File: src/rtl/jtcop_pal_dma_pkg.sv
`default_nettype none
// ============================================================================
//  Module      : jtcop_pal_dma_pkg
//  Description : Shared constants for the palette copy engine: palette size
//                and the copy state encoding.
//  Revision    : 1.0  initial release
// ============================================================================
package jtcop_pal_dma_pkg;

    // Palette RAM word-address width (1k x 16 palette)
    localparam int PAL_AW = 10;

    // Copy engine states, 3-bit encoding
    localparam logic [2:0] c_ST_IDLE    = 3'd0;
    localparam logic [2:0] c_ST_WAIT_VB = 3'd1;
    localparam logic [2:0] c_ST_REQ     = 3'd2;
    localparam logic [2:0] c_ST_WRITE   = 3'd3;
    localparam logic [2:0] c_ST_SUSPEND = 3'd4;
    localparam logic [2:0] c_ST_DONE    = 3'd5;

endpackage : jtcop_pal_dma_pkg
`default_nettype wire

File: src/rtl/jtcop_vb_edge.sv
`default_nettype none
// ============================================================================
//  Module      : jtcop_vb_edge
//  Description : Registers the active-low vertical blank and flags the cycle
//                in which blanking begins. Reusable by any helper that has to
//                synchronise work to the start of a blank.
//  Revision    : 1.0  initial release
// ============================================================================
module jtcop_vb_edge (
    input  logic clk,
    input  logic rst,
    input  logic lvbl_i,      // vertical blank, active low
    output logic fall_o,      // first cycle of a new blank
    output logic blank_o,     // live blank (LVBL low now)
    output logic blank_q_o    // blank as seen one cycle ago
);

    logic lvbl_q;

    // Reset to "in blank" so a blank already running when reset is released
    // never produces a falling edge; work waits for the next full blank.
    always_ff @(posedge clk) begin
        if (rst) begin
            lvbl_q <= 1'b0;
        end else begin
            lvbl_q <= lvbl_i;
        end
    end

    assign fall_o    = lvbl_q & ~lvbl_i;
    assign blank_o   = ~lvbl_i;
    assign blank_q_o = ~lvbl_q;

endmodule : jtcop_vb_edge
`default_nettype wire

File: src/rtl/jtcop_pal_dma.sv
`default_nettype none
// ============================================================================
//  Module      : jtcop_pal_dma
//  Description : Copies a full palette image from a source buffer into the
//                palette RAM during vertical blank, one word per request,
//                yielding the palette write port to CPU accesses. A copy that
//                does not fit in one blank is resumed at the next blank.
//  Revision    : 1.0  initial release
// ============================================================================
module jtcop_pal_dma
    import jtcop_pal_dma_pkg::*;
#(
    parameter int              AW       = PAL_AW,
    parameter int              SRCW     = 22,
    parameter logic [SRCW-1:0] SRC_BASE = '0
) (
    input  logic            clk,
    input  logic            rst,
    input  logic            LVBL,
    input  logic            trig,
    output logic [SRCW-1:0] src_addr,
    output logic            src_cs,
    input  logic            src_ok,
    input  logic [15:0]     src_data,
    output logic [AW-1:0]   pal_addr,
    output logic [15:0]     pal_dout,
    output logic [1:0]      pal_we,
    input  logic            cpu_pal_cs,
    output logic            busy,
    output logic            done
);

    logic [2:0]    state_q, state_d;
    logic [AW-1:0] cnt_q,   cnt_d;
    logic [15:0]   dout_q,  dout_d;
    logic          pending_q, pending_d;

    logic w_vb_fall;
    logic w_blank;
    logic w_blank_q;
    logic w_start;
    logic w_wr_go;
    logic w_last;

    jtcop_vb_edge u_vb_edge (
        .clk       (clk),
        .rst       (rst),
        .lvbl_i    (LVBL),
        .fall_o    (w_vb_fall),
        .blank_o   (w_blank),
        .blank_q_o (w_blank_q)
    );

    // A write is granted when the CPU is not on the port and the cycle began
    // inside the blank. Using the registered blank lets the write that is in
    // flight when blank ends complete; the live LVBL then decides whether to
    // fetch the next word or suspend until the next blank.
    assign w_wr_go = (state_q == c_ST_WRITE) && !cpu_pal_cs && w_blank_q;
    assign w_last  = &cnt_q;
    assign w_start = (state_q == c_ST_WAIT_VB) && w_vb_fall;

    // Next-state and datapath decode for the copy sequencer
    always_comb begin
        state_d   = state_q;
        cnt_d     = cnt_q;
        dout_d    = dout_q;
        // A trigger always (re)arms the request; starting a copy consumes it,
        // so any number of triggers during a copy queue exactly one more.
        pending_d = trig | (pending_q & ~w_start);

        case (state_q)
            c_ST_IDLE: begin
                if (pending_q) begin
                    state_d = c_ST_WAIT_VB;
                end
            end
            c_ST_WAIT_VB: begin
                if (w_vb_fall) begin
                    cnt_d   = '0;
                    state_d = c_ST_REQ;
                end
            end
            c_ST_REQ: begin
                // The request is held until the source answers, even if the
                // blank ends meanwhile, so no source access is abandoned.
                if (src_ok) begin
                    dout_d  = src_data;
                    state_d = c_ST_WRITE;
                end
            end
            c_ST_WRITE: begin
                if (w_wr_go) begin
                    if (w_last) begin
                        state_d = c_ST_DONE;
                    end else begin
                        cnt_d   = cnt_q + 1'b1;
                        state_d = w_blank ? c_ST_REQ : c_ST_SUSPEND;
                    end
                end
            end
            c_ST_SUSPEND: begin
                if (w_vb_fall) begin
                    state_d = c_ST_REQ;
                end
            end
            c_ST_DONE: begin
                state_d = c_ST_IDLE;
            end
            default: begin
                state_d = c_ST_IDLE;
            end
        endcase
    end

    // Sequencer state, word counter, write data and pending request
    always_ff @(posedge clk) begin
        if (rst) begin
            state_q   <= c_ST_IDLE;
            cnt_q     <= '0;
            dout_q    <= '0;
            pending_q <= 1'b0;
        end else begin
            state_q   <= state_d;
            cnt_q     <= cnt_d;
            dout_q    <= dout_d;
            pending_q <= pending_d;
        end
    end

    // Source address is the base plus the word index, wrapping at 2**SRCW;
    // it only changes in WRITE, so it is stable for the whole request.
    assign src_addr = SRC_BASE + SRCW'(cnt_q);
    assign src_cs   = (state_q == c_ST_REQ);
    assign pal_addr = cnt_q;
    assign pal_dout = dout_q;
    assign pal_we   = {2{w_wr_go}};
    assign busy     = pending_q | (state_q != c_ST_IDLE);
    assign done     = (state_q == c_ST_DONE);

endmodule : jtcop_pal_dma
`default_nettype wire
File: config.mk
export PLATFORM = sky130hd
export DESIGN_NAME = jtcop_pal_dma
export DESIGN_NICKNAME = d
export VERILOG_FILES = /design/src/rtl/jtcop_pal_dma_pkg.sv /design/src/rtl/jtcop_vb_edge.sv /design/src/rtl/jtcop_pal_dma.sv
export SDC_FILE = /design/constraint.sdc
export NUM_CORES = 1
export LEC_CHECK = 0
export ABC_CLOCK_PERIOD_IN_PS = 2200
export BUFFER_PORTS_ARGS = -buffer_cell sky130_fd_sc_hd__buf_2
export CAP_MARGIN = 20
export CORE_MARGIN = 2
export CORE_UTILIZATION = 38
export CTS_CLUSTER_DIAMETER = 30
export DETAILED_ROUTE_END_ITERATION = 8
export GPL_ROUTABILITY_DRIVEN = 0
export PLACE_DENSITY = 0.67
export REMOVE_ABC_BUFFERS = 1
export SYNTH_ARGS = -nofsm -noshare
export SYNTH_HDL_FRONTEND = slang
export SYNTH_HIERARCHICAL = 1
export SYNTH_SLANG_ARGS = --single-unit
File: constraint.sdc
create_clock -name clk -period 2.2 [get_ports clk]
set_input_delay 0.33 -clock clk [delete_from_list [all_inputs] [get_ports clk]]
set_output_delay 0.33 -clock clk [all_outputs]
set_load 0.005 [all_outputs]
## Word-level counts from Yosys, hierarchy flattened

Cells that the tools add are included.
W data, S select, Z words.

| word-level totals | value |
|---|---|
| word-level logic and storage cells | 47 |
| input port bits | 22 |
| output and inout bits | 53 |
| register bits | 31 |

| cells by class | value |
|---|---|
| reductions and logical operators | 12 |
| $add $sub $neg | 1 |
| bitwise gates (word level) | 7 |
| muxes and demuxes | 11 |
| equality and inequality tests | 11 |

Operators by type and width:

| cell | number |
|---|---|
| $mux W10 | 3 |
| $pmux W10 S2 | 1 |
| $mux W3 | 6 |
| $pmux W3 S4 | 1 |
| $add A10 B1 Y10 const B | 1 |
| $reduce_and A10 Y1 | 1 |
| $ne A2 B2 Y1 const B | 4 |
| $reduce_and A4 Y1 | 2 |
| $eq A3 B2 Y1 const B | 2 |
| $eq A3 B3 Y1 const B | 2 |
| $ne A2 B1 Y1 const B | 2 |
| $eq A3 B1 Y1 const B | 1 |
| $logic_and A1 B1 Y1 | 3 |
| $logic_not A3 Y1 | 1 |
| $not A1 Y1 | 3 |
| $reduce_bool A3 Y1 | 1 |
| $and A1 B1 Y1 | 2 |
| $or A1 B1 Y1 | 2 |
| $reduce_and A2 Y1 | 1 |
| $reduce_bool A2 Y1 | 1 |
| $reduce_or A2 Y1 | 1 |
| $logic_not A1 Y1 | 1 |

## Depth between registers and ports, before layout

| depth | value |
|---|---|
| depth in word-level cells | 6 |
| mapped depth | 7 |
| depth with buffers taken out | 7 |

## By module

The synthesis kept the hierarchy.

Modules (own cells, without submodules):

| module | instances | area an instance (µm²) | seq. area each (µm²) | cells an instance |
|---|---|---|---|---|
| jtcop_pal_dma | 1 | 1555.2 | 600.6 | 204 |
| jtcop_vb_edge | 1 | 42.5 | 20.0 | 5 |

## Worst setup path before layout

Ideal clock, no wire load.

| timing | value |
|---|---|
| kind | flip-flop to flip-flop |
| start point | register cnt_q[0], in the netlist pal_addr[0] |
| end point | register state_q[1] |
| cell stages (with the launch flop) | 7 |
| setup time | 0.117 ns |
| arrival | 1.574 ns |
| buffers on the path | 0 |
| period minus slack after synthesis | 1.692 ns |
| setup slack | 0.508 ns |
| required time | 2.083 ns |
| path through | dfxtp_1 ha_1 nand3_1 or3_1 a21boi_0 o21ai_0 a32o_1 |

| on the way | value |
|---|---|
| longest elaborated chain between the ends | 4 |

Ends and longest elaborated chain:

| item | RTL line | RTL |
|---|---|---|
| from (decl) | jtcop_pal_dma.sv:34 | `logic [AW-1:0] cnt_q, cnt_d;` |
| from (signal assigned) | jtcop_pal_dma.sv:124 | `cnt_q <= cnt_d;` |
| $reduce_and A10 Y1 | jtcop_pal_dma.sv:59 | `assign w_last = &cnt_q;` |
| $mux W3 | jtcop_pal_dma.sv:93 | `if (w_last) begin` |
| $mux W3 | jtcop_pal_dma.sv:92 | `if (w_wr_go) begin` |
| $pmux W3 S4 | jtcop_pal_dma.sv:71 | `case (state_q)` |
| to (signal assigned) | jtcop_pal_dma.sv:118 | `state_q <= c_ST_IDLE;` |
| to (signal assigned) | jtcop_pal_dma.sv:123 | `state_q <= state_d;` |
| to (decl) | jtcop_pal_dma.sv:33 | `logic [2:0] state_q, state_d;` |

Every way passes these cells. The select of a mux whose other input is x is not followed.
A chain may end at the register's enable or synchronous reset.

## Final worst setup path

| timing | value |
|---|---|
| start point | register state_q[0] |
| end point | register cnt_q[8], in the netlist pal_addr[8] |

| on the way | value |
|---|---|
| longest elaborated chain between the ends | 5 |
| elaborated cells on any way between the ends | 10 |
| classes of those cells | eq/ne (5); mux (1); reduce/logical (4) |

Ends and longest elaborated chain:

| item | RTL line | RTL |
|---|---|---|
| $eq A3 B2 Y1 | jtcop_pal_dma.sv:58, jtcop_pal_dma.sv:71 |  |
| $logic_and A1 B1 Y1 (2 in series) | jtcop_pal_dma.sv:58 | `assign w_wr_go = (state_q == c_ST_WRITE) && !cpu_pal_cs && w_blank_q;` |
| $ne A2 B2 Y1 (no line) | -- |  |
| $reduce_and A4 Y1 (no line) | -- |  |

Several ways; a longest one is shown, not always the timed one.

==> flow_summary.toml <==
[run_status]
status = "finished clean"

[worst_setup_path]
startpoint_type = "register"
required_ps = 2370
critPathKind = "reg2reg"
crit_fanout = 9
arrival_ps = 2030
crit_start = "state_q[0]$_SDFFE_PP0P_"
rr_startpoint = "state_q[0]$_SDFFE_PP0P_"
r2r_cells = 5
end_kind = "register"

[synth]
synth_top_area_cell = "dfxtp_1"
synth_cell_types = 38
netlist.area_leader.share_pct = 38.8
synth-simple-area-share_pct = 23.9
synth_cells = 209
synth_compound_area_share_pct = 17.3
async_flop_share_pct = 0
syn_area_per_cell_um2 = 7.64
synth-seq-cells = 31
synth_top_family_by_area = "simple AND/OR/NAND/NOR gates"
synth_top_cells_by_count = "39 x nand2_1, 31 x dfxtp_1, 28 x a21oi_1"
synth_mux_area_share_pct = 0
ys.warnings.count = 6
syn_area_um2 = 1600
ys_seq_area_share_pct = 38.8
synth_xor_area_share_pct = 2.74
synth_area_leaders = "dfxtp_1 39%, buf_4 11%, nand2_1 9.2%"
synth_edf_count = 0
ys.flop_type = "dfxtp_1"
synthAdderAreaFrac_pct = 0.783
synth.most_common_cell = "nand2_1"

[placement]
io_buffers = 62
dp_hpwl_um = 2560

[cells_and_area]
n_fill_cell = 406
multi_input_area_um2 = 759
post-route-util_pct = 47.7
antenna_cells = 0
seq_area_um2 = 621
syn2layout_area_growth_pct = 20.4
nNetsFinal = 282
drive_gt1_share_pct = 30.4

[die]
die_w_um = 68.8
fp.dieArea_um2 = 4740
io_pins = 75
row_count = 23
die_y_um = 68.8
core_um2 = 4030
initial_utilization_pct = 39.7

[cts]
post_cts_resized = 0
clk_latency_ps = 280
ctsHoldBuffers = 0
clock-sinks = 31
htreeDepth = 2
post-cts-setup-buffer-count = 0
clock_path_buffers = 2
cts_tree = "done"
cts_buffers = 5
cts_root_buffer = "clkbuf_8"
clkSlewWorstSetupHoldPaths_ps = 60

[routing]
drtIter0Drc = 54
antenna_left = 0
firstDrtPassIters = 4
drcViolationCount = 0
wire_per_inst_um = 11.2
num_vias = 1484
drt-total-wl_um = 3460
viasPerCell = 4.79

[job]
maxCapViolCount = 0

[sta]
setup_viol = 0
maxSlewViolCount = 0
tns_ps = 0
fin_crit_sh_pct = 84.6
hold_viol = 0
slew_headroom_pct = 60.9
rsz0062_at_grt = "no"
min_period_ps = 1860
fmax_mhz = 537
finalClockSkew_ps = 1.19
tightest_slew_ps = 586

[power_and_ir_drop]
power_frac_clock_pct = 32.4
ir_drop_uv = 433
p_per_area_nw_per_um2 = 793
intPower_mw = 1.05
power_frac_comb_pct = 24.4
p_seq_share_pct = 43.2
p_leak_nw = 0.860
p_sw_share_pct = 30.9
p_total_mw = 1.52
switching_power_mw = 0.472

[min_path]
min_delay_path_depth = 3
hp-class = "in2reg"
hold_start = "trig"

[global_routing]
grt_pass1_wl_um = 5590
grt_pass1_vias = 1287
grt_max_degree = 25
overflow = 0
grt_usage_pct = 16.1
antenna_found_initial = 0
metrics by stage:
stage                     cells  hold slack (ps)  setup slack [ps]  instance area (um^2)
after floorplan             185              396               440                  1410
after global placement      302              439               327                  1820
after detailed placement    302              446               295                  1820
after CTS                   310              249               323                  1920
after global routing        310              278               116                  1920
final                       310              253               338                  1920
final timing paths:
path / to / slack (ps)
setup / recovery: pal_addr[8]$_SDFFE_PP0P_ / 340
hold / removal: pending_q$_SDFF_PP0_ / 250
setup reg to reg: pal_addr[8]$_SDFFE_PP0P_ / 340
hold reg to reg: pal_dout[15]$_SDFFE_PP0P_ / 450
routing by layer:
metal	routed length [um]	part of all wire [%]	GRT usage [%]	vias up
met5	0	0	0	-
met2	1470	43	24.8	71
li1	-	-	-	770
met1	1570	45	19.2	635
met4	75	2.2	7.60	0
met3	347	10	7.14	8
placed cells by master, fill, tap and decap left out, types with 7 or more instances in the layout:
cell type,instances
nand2_1,39
dfxtp_1,31
conb_1,12
a21oi_1,28
buf_2,62
nor2_1,14
clkbuf_8,7
cell families (layout without fill, tap and decap cells):
kind of cell / after synthesis / in the layout
xor gates and xnor gates: 5 / 5
and+or+nand+nor: 82 / 82
DFF: 31 / 31
adders and majority gates: 1 / 1
buffers and inverters: 42 / 82
other: 1 / 12
AOI/OAI and AO/OA: 47 / 47
cell type report:
class                   instances  area share [%]
repair buffers                 67            18.1
flip-flops and latches         31            32.3
multi-input cells             147            39.5
inverters                       7            1.50
well taps                      50            3.25
clock inverters                 1           0.390
clock buffers                   7            5.01
critical path, stage by stage (launching register included):
cell and delay [ps]:
dfxtp_1 510, inv_4 90, or4_1 660, a211oi_1 290
xnor2_1 150, nor2_1 50
sequential cells by signal, indices dropped and copies added (netlist names):
name / flops
pal_addr: 10
pal_dout: 16
pending_q: 1
state_q: 3
u_vb_edge/lvbl_q: 1
power by group through the flow:
stage          Combinational (mW)  Sequential, mW  Clock [mW]
2_1_floorplan               0.217           0.686           0
3_3_place_gp                0.373           0.670           0
3_5_place_dp                0.374           0.671           0
4_1_cts                     0.374           0.659       0.514
5_1_grt                     0.425           0.667       0.541
6_report                    0.372           0.659       0.493
(Power assumes the default switching activity.)
